==> src/rtl/nor_seq_ctrl.sv <==
// Microprogrammed sequencer that evaluates a selectable Boolean function
// through one shared WIDTH-bit NOR cell over a 4-entry scratch file.
// Ports:
//   clk, reset       clock and synchronous active-high reset
//   start, op, a, b  request, function select (7 = illegal), operands
//   busy, done, err  executing flag, one-cycle completion pulse, illegal-op flag
//   y                result, held until the next done
//   step             index of the step executing next (0 outside RUN)
//   nor_count        saturating count of executed NOR steps
module nor_seq_ctrl #(
    parameter int WIDTH = 4
) (
    input  logic             clk,
    input  logic             reset,
    input  logic             start,
    input  logic [2:0]       op,
    input  logic [WIDTH-1:0] a,
    input  logic [WIDTH-1:0] b,
    output logic             busy,
    output logic             done,
    output logic             err,
    output logic [WIDTH-1:0] y,
    output logic [2:0]       step,
    output logic [15:0]      nor_count
);

    typedef enum logic [1:0] {IDLE, RUN, DONE} state_t;

    state_t           state_q, state_d;
    logic [WIDTH-1:0] rf [4];
    logic [2:0]       op_q;
    logic [2:0]       step_q;
    logic             busy_q, done_q, err_q;
    logic [WIDTH-1:0] y_q;
    logic [15:0]      nor_cnt_q;

    logic [1:0]       src1, src2, dst;
    logic [2:0]       last;
    logic             accept, finish, illegal;
    logic [WIDTH-1:0] nor_out;

    // Microprogram: operand/destination selects and final step per op.
    always_comb begin
        src1 = 2'd0;
        src2 = 2'd0;
        dst  = 2'd2;
        last = 3'd0;
        unique case (op_q)
            3'd0: begin
                src1 = 2'd0; src2 = 2'd1;
            end
            3'd1: begin
                last = 3'd1;
                if (step_q == 3'd0) begin
                    src1 = 2'd0; src2 = 2'd1;
                end else begin
                    src1 = 2'd2; src2 = 2'd2;
                end
            end
            3'd2: begin
                src1 = 2'd0; src2 = 2'd0;
            end
            3'd3, 3'd4: begin
                last = (op_q == 3'd3) ? 3'd2 : 3'd3;
                unique case (step_q)
                    3'd0: begin src1 = 2'd0; src2 = 2'd0; end
                    3'd1: begin src1 = 2'd1; src2 = 2'd1; dst = 2'd3; end
                    3'd2: begin src1 = 2'd2; src2 = 2'd3; end
                    default: begin src1 = 2'd2; src2 = 2'd2; end
                endcase
            end
            3'd5, 3'd6: begin
                last = (op_q == 3'd5) ? 3'd3 : 3'd4;
                unique case (step_q)
                    3'd0: begin src1 = 2'd0; src2 = 2'd1; end
                    3'd1: begin src1 = 2'd0; src2 = 2'd2; dst = 2'd3; end
                    3'd2: begin src1 = 2'd1; src2 = 2'd2; end
                    3'd3: begin src1 = 2'd3; src2 = 2'd2; end
                    default: begin src1 = 2'd2; src2 = 2'd2; end
                endcase
            end
            default: begin
                last = 3'd0;
            end
        endcase
    end

    assign nor_out = ~(rf[src1] | rf[src2]);
    assign illegal = (op_q == 3'd7);

    // Next state and handshake decode.
    always_comb begin
        state_d = state_q;
        accept  = 1'b0;
        finish  = 1'b0;
        unique case (state_q)
            IDLE: begin
                accept = start;
                if (start) state_d = RUN;
            end
            RUN: begin
                finish = illegal || (step_q == last);
                if (finish) state_d = DONE;
            end
            DONE: begin
                accept  = start;
                state_d = start ? RUN : IDLE;
            end
            default: state_d = IDLE;
        endcase
    end

    always_ff @(posedge clk) begin
        if (reset) begin
            state_q   <= IDLE;
            for (int i = 0; i < 4; i++) rf[i] <= '0;
            op_q      <= '0;
            step_q    <= '0;
            busy_q    <= 1'b0;
            done_q    <= 1'b0;
            err_q     <= 1'b0;
            y_q       <= '0;
            nor_cnt_q <= '0;
        end else begin
            state_q <= state_d;
            done_q  <= 1'b0;
            if (accept) begin
                rf[0]  <= a;
                rf[1]  <= b;
                rf[2]  <= '0;
                rf[3]  <= '0;
                op_q   <= op;
                busy_q <= 1'b1;
                err_q  <= 1'b0;
                step_q <= '0;
            end else if (state_q == RUN) begin
                // The illegal op burns one cycle without using the cell.
                if (!illegal) begin
                    rf[dst] <= nor_out;
                    if (nor_cnt_q != 16'hFFFF)
                        nor_cnt_q <= nor_cnt_q + 16'd1;
                end
                if (finish) begin
                    y_q    <= illegal ? '0 : nor_out;
                    err_q  <= illegal;
                    done_q <= 1'b1;
                    busy_q <= 1'b0;
                    step_q <= '0;
                end else begin
                    step_q <= step_q + 3'd1;
                end
            end
        end
    end

    assign busy      = busy_q;
    assign done      = done_q;
    assign err       = err_q;
    assign y         = y_q;
    assign step      = step_q;
    assign nor_count = nor_cnt_q;

endmodule

==> config.mk <==
export PLATFORM = sky130hd
export DESIGN_NAME = nor_seq_ctrl
export DESIGN_NICKNAME = d
export VERILOG_FILES = /design/src/rtl/nor_seq_ctrl.sv
export SDC_FILE = /design/constraint.sdc
export NUM_CORES = 1
export LEC_CHECK = 0
export BUFFER_PORTS_ARGS = -buffer_cell sky130_fd_sc_hd__buf_2
export CORE_UTILIZATION = 50
export CTS_CLUSTER_SIZE = 28
export DETAILED_ROUTE_END_ITERATION = 10
export PLACE_DENSITY = 0.68
export SLEW_MARGIN = 20
export SYNTH_ARGS = -nofsm -noshare
export SYNTH_HDL_FRONTEND = slang
export SYNTH_SLANG_ARGS = --single-unit
==> constraint.sdc <==
create_clock -name clk -period 3.3 [get_ports clk]
set_clock_uncertainty 0.05 [all_clocks]
set_input_delay 0.495 -clock clk [delete_from_list [all_inputs] [get_ports clk]]
set_output_delay 0.495 -clock clk [all_outputs]
set_load 0.01 [all_outputs]
==> results of run 1 <==
-- path summary, 6_finish.rpt --
check,from,end,slack [ns],cells past startpoint
hold reg to reg,busy,busy,0.40,1
hold / removal,op[1],op_q[1],0.34,3
setup reg to reg,step[2],rf[2][2],0.50,8
setup / recovery,step[2],rf[2][2],0.50,8
-- cell usage in the layout, fill, tap and decap left out, types with 9 or more instances in the layout --
master / instances
nand2_1: 18
o21ai_0: 9
a211oi_1: 16
a21oi_1: 10
and2_1: 9
dfxtp_1: 31
nor2_1: 29
buf_2: 39
a221oi_1: 9
xnor2_1: 13
edfxtp_1: 16
inv_1: 14
-- final cells by class --
| cell class | instances | share of cell area, % |
|---|---|---|
| Tap cell | 67 | 2.90 |
| Inverter | 14 | 1.82 |
| Clock buffer | 6 | 2.51 |
| Multi-Input combinational cell | 209 | 46.9 |
| Sequential cell | 47 | 38.1 |
| Timing Repair Buffer | 41 | 7.27 |
| Clock inverter | 2 | 0.476 |
-- Yosys cell counts (2+ instances only) --
library cell,number
or3_1,7
xnor2_1,13
o2bb2ai_1,4
a21oi_1,10
nor4b_1,2
edfxtp_1,16
nor3_1,8
a21o_1,2
o21ai_0,9
nor4_1,2
a31oi_1,2
nor2b_1,6
a22o_1,2
and3_1,8
a221oi_1,9
and4_1,2
clkbuf_1,6
nand2b_1,4
o21a_1,2
nor2_1,29
nand3_1,5
o22ai_1,4
nand2_1,18
inv_1,14
buf_2,4
and2_1,9
nand4_1,4
a211oi_1,16
dfxtp_1,31
ha_1,6
nor3b_1,5
-- where the power goes --
| group | total (mW) | switching [mW] | internal [mW] |
|---|---|---|---|
| registers | 0.656 | 0.0263 | 0.630 |
| clock network | 0.340 | 0.190 | 0.150 |
| logic | 0.172 | 0.104 | 0.0676 |
-- metrics by stage --
stage	utilization (%)	power, mW	area, um^2	cells
floorplan	-	0.785	2560	282
global placement	58.2	0.838	2800	378
detailed placement	58.2	0.839	2800	378
CTS	60.0	1.17	2890	386
global route	60.0	1.22	2890	386
finish	60.0	1.17	2890	386
-- metal layers --
metal	routed length [um]	track usage, %	vias to the layer above	part of all wire [%]
li1	-	-	1119	-
met3	383	7.13	9	6.8
met5	0	0	-	0
met1	2520	29.3	1027	45
met4	70	5.34	0	1.2
met2	2680	37.1	72	47
-- cells by family after synthesis --
family,count (synthesis),synth area share (%)
flops,47,42.9
simple gates,115,23.9
xor+xnor,14,4.78
compound gates,73,20.8
fa+ha+maj,6,2.93
buf+inv,26,4.15
mux,1,0.439
-- worst max-delay path: cells and delay by family, from the launching register on --
family	cells	cell delay (ns)
flops	1	0.58
fa+ha+maj	1	0.27
simple gates	1	0.07
compound gates	5	1.40
buf+inv	1	0.18
-- registers in the layout, summed over array words and instances, names as in the netlist --
signal	cells
state_q	2
busy	1
nor_count	16
done	1
step	3
err	1
op_q	3
y	4
rf	16
==> impl_results.md, run 1 <==
* Run status: complete, no violations
* Max Cap Violations at 0
* Final Cycle Share at 85.0%
* Netlist Area Pre-Place at 2560 um^2
* Area delta synth->final at 12.7%
* Fmax at 357 MHz
* Crit end category: flip-flop
* Worst min path class: in -> reg
* Mean post-synth cell area at 9.09 um^2
* EDFF count, synth at 16
* DIE AREA at 5420 um^2
* Wire length of the first global-routing pass at 9400 um
* Cts hold-fix bufs at 0
* Leak at 1.10 nW
* Top_reg_cell synth: dfxtp_1
* Synth top area cells: dfxtp_1 (24%), edfxtp_1 (19%), a211oi_1 (4.7%)
* Share of cells above drive strength 1 at 16.9%
* Crit path DAT at 2.80 ns
* Crit path kind: reg -> reg
* I/O pin count at 40
* Cells along the critical path: inv_1 -> ha_1 -> a31o_2 -> a31oi_2 -> a21o_1 -> a211oi_1 -> o22ai_1 -> nor2_1
* Yosys warning count at 0
* Pre-CTS setup slack at 0.516 ns
* Starting Density at 53.2%
* Critical-path top delay cell: dfxtp_1
* Pwr Density at 404 nW/um^2
* Post-synth top area share at 24.2%
* # port buffers at 39
* Setup TNS at 0 ns
* Wirelength per Cell at 14.6 um
* CTS tree: yes
* Core ar. at 4820 um^2
* Slew Viols, Final at 0
* CTS buffer count at 5
* Synthesized instance count at 282
* Antenna Cells at 0
* Total GRT Usage at 22.7%
* Post-synthesis cell type count at 54
* Minimum clock period at 2.80 ns
* Vias per cell at 5.77
* Routed WL at 5650 um
* CP required at 3.29 ns
* Worst-path clk slew at 0.09 ns
* Number of global-route vias before repair at 1957
* CTS H-tree depth at 2
* Peak VDD IR at 0.203 mV
* CP peak stage delay at 0.58 ns
* Grt total ovfl at 0
* Post-synthesis sequential area ratio at 42.9%
* RSZ-0062 raised after global routing: no
* Postcts setup bufs at 0
* Synth area leader: dfxtp_1
* Total number of vias at 2227
* Area taken by multi-input logic gates at 1360 um^2
* Clk_lat worst skew at 0.30 ns
* Number of clock sinks at 47
* Async SR Flop Fraction at 0%
* Fin. Hold Viols at 0
* Routability-driven placement congestion ratio at 0.919
* FF+latch count, synth at 47
* Clock tree buffer depth at 2
* Worst Hold Slack at 0.341 ns
* Post-Syn Nets at 302
* Normalized max-slew margin at 38.3%
* Die Width at 73.6 um
* Iteration-0 DRC Markers at 152
* Fillers at 460
* Largest net degree at the start of global routing at 24
* Die Y at 73.6 um
* DR DRC count at 0
* Clk root buf: clkbuf_8
* Final WS setup at 0.495 ns
* FP Rows at 25
* Register area at 1100 um^2
* Routed Antenna Nets at 0
* Initial antenna violation count at 0
* Largest fanout on the critical path at 13
* Dpl hpwl at 4140 um
* Startpoint types: flip-flop
* Final Setup Violations at 0
* Worst Tran Pin Value at 0.920 ns
* DRT Pass-1 Iters at 4
* Final net count at 338
* Post-CTS resize count at 0
No activity file was read; power rests on OpenSTA's default activity.
==> inputs of run 2 (changes only) <==
Settings changed: PLACE_DENSITY 0.68 to 0.7.
Clock period 3.3 ns to 2.55 ns, I/O delays scaled along.
==> run 2 against run 1 <==
Routed wire length up 8.5%. Total power up 33%. Non-clock buffer count up 15. Critical path depth up 1. Flip-flop and latch count unchanged. Via count up 4.8%. Core utilization up 2.8 points. Critical endpoint is now rf[3][3]. Largest power group unchanged.
==> impl_results.md, run 2 (synthesis results as in run 1) <==
* Run status: complete, no violations
* Placed inst area at 2920 um^2 (+4.0%)
* CTS H-tree depth at 2 (unchanged)
* Largest net degree at the start of global routing at 24 (unchanged)
* Wirelength per Cell at 15.3 um (+4.4%)
* Final Cycle Share at 93.3% (+8.3 points)
* CTS buffer count at 5 (unchanged)
* Logic pwr share at 16.6% (+1.9 points)
* Sequential share of power at 54.3% (-1.9 points)
* Clock share of power at 29.2% (about the same)
* Worst min path class: in -> reg
* Number of global-route vias before repair at 2108 (+7.7%)
* Fmax at 420 MHz (+18%)
* Number of clock sinks at 47 (unchanged)
* Area delta synth->final at 17.9%
* Postcts setup bufs at 0 (unchanged)
* Largest delay contributor family on the critical path: simple AND/OR/NAND/NOR gates
* Clk root buf: clkbuf_8
* Dpl hpwl at 4330 um (+4.5%)
* Routed WL at 6130 um (+8.5%)
* Crit end category: flip-flop
* Wire length of the first global-routing pass at 10100 um (+7.2%)
* Initial antenna violation count at 0 (unchanged)
* Routability-driven placement congestion ratio at 0.925 (+0.68%)
* Setup TNS at 0 ns (unchanged)
* Peak VDD IR at 0.296 mV (+46%)
* CP peak stage delay at 0.52 ns (-0.06 ns)
* Switching share of power at 28.1% (+0.70 points)
* Layout Cells excl Fill at 401 (+3.9%)
* DRT Pass-1 Iters at 5 (+1)
* Worst Hold Slack at 0.222 ns (-0.119 ns)
* Largest fanout on the critical path at 8 (-5)
* Most frequent cells in the layout: buf_2 (39), dfxtp_1 (30), nor2_1 (29)
* Crit path kind: reg -> reg
* Fin. Hold Viols at 0 (unchanged)
* Total number of vias at 2333 (+4.8%)
* Final net count at 353 (+4.4%)
* Clock tree buffer depth at 2 (unchanged)
* I/O pin count at 40 (unchanged)
* Critical-path top delay cell: or4_1
* Vias per cell at 5.82 (+0.84%)
* Clk_lat worst skew at 0.30 ns (about the same)
* DR DRC count at 0 (unchanged)
* Pre-CTS setup slack at 0.0716 ns (-0.444 ns)
* Starting Density at 53.2% (unchanged)
* WP buf/inv at 2 (+1)
* Switching pwr at 437 uW (+37%)
* Grt total ovfl at 0 (unchanged)
* Final Cell Area at 3020 um^2 (+4.6%)
* Power Internal at 1.12 mW (+32%)
* Worst Tran Pin Value at 0.619 ns (-0.301 ns)
* # port buffers at 39 (unchanged)
* Leak at 1.18 nW (+7.1%)
* Minimum clock period at 2.38 ns (-0.425 ns)
* CTS tree: yes
* Die Y at 73.6 um (unchanged)
* Share of cells above drive strength 1 at 22.5% (+5.5 points)
* Core ar. at 4820 um^2 (unchanged)
* Final Setup Violations at 0 (unchanged)
* Final WS setup at 0.170 ns (-0.325 ns)
* Routed Antenna Nets at 0 (unchanged)
* Slew Viols, Final at 0 (unchanged)
* Commonest non-fill, non-tap cell in the layout: buf_2
* DIE AREA at 5420 um^2 (unchanged)
* Antenna Cells at 0 (unchanged)
* Crit path DAT at 2.49 ns (-0.31 ns)
* Normalized max-slew margin at 58.8% (+20 points)
* Inst Count DP at 393 (+4.0%)
* Cells along the critical path: inv_1 -> ha_2 -> nor3_1 -> or4_1 -> buf_4 -> and3_1 -> a221oi_1 -> o22ai_2 -> nor2_1
* Max Cap Violations at 0 (unchanged)
* Final core utilization at 62.8% (+2.8 points)
* Worst-path clk slew at 0.09 ns (about the same)
* Pwr Density at 514 nW/um^2 (+27%)
* Total GRT Usage at 24.6% (+1.9 points)
* CP required at 2.66 ns (-0.63 ns)
* Iteration-0 DRC Markers at 198 (+30%)
* Total power draw at 1.55 mW (+33%)
* FP Rows at 25 (unchanged)
* Startpoint types: flip-flop
* Die Width at 73.6 um (unchanged)
[run 2: path summary, 6_finish.rpt]
path	from	end	slack, ns	depth (start not counted)
hold / removal	op[1]	op_q[1]	0.22	3
hold reg to reg	busy	busy	0.40	1
setup / recovery	step[0]	rf[3][3]	0.17	9
setup reg to reg	step[0]	rf[3][3]	0.17	9
[run 2: repair_timing]
action | 4_1_cts | 5_1_grt
hold endpoints to repair | 0 | 0
resized for setup | 0 | 5
hold buffers | 0 | 0
endpoints found under the setup margin | 0 | 12
[run 2: final cells by class]
type / count / area [um^2]
multi-input combinational: 209 / 1370
sequential: 47 / 1100
tap: 67 / 83.8
clock inverter: 3 / 18.8
fill: 443 / 1790
clock buffer: 5 / 68.8
timing repair buffer: 56 / 323
inverter: 14 / 52.6
[run 2: routing by layer]
layer	track usage [%]	up-vias	share of wire [%]
li1	-	1143	-
met1	34.2	1074	46
met2	36.4	102	47
met3	4.80	14	5.5
met4	12.2	0	2.1
met5	0	-	0
[run 2: worst reg2reg max path, stage by stage, from the launching register on]
cell,delay [ns]
dfxtp_2,0.36
inv_1,0.09
ha_2,0.23
nor3_1,0.05
or4_1,0.52
buf_4,0.19
and3_1,0.16
a221oi_1,0.30
o22ai_2,0.16
nor2_1,0.12
[run 2: power groups by stage]
| stage | Clock, mW | Sequential [mW] | Combinational, mW |
|---|---|---|---|
| detailed placement | 0 | 0.860 | 0.250 |
| global route | 0.492 | 0.848 | 0.284 |
| floorplan | 0 | 0.856 | 0.161 |
| CTS | 0.468 | 0.842 | 0.250 |
| finish | 0.453 | 0.843 | 0.258 |
| global placement | 0 | 0.859 | 0.248 |
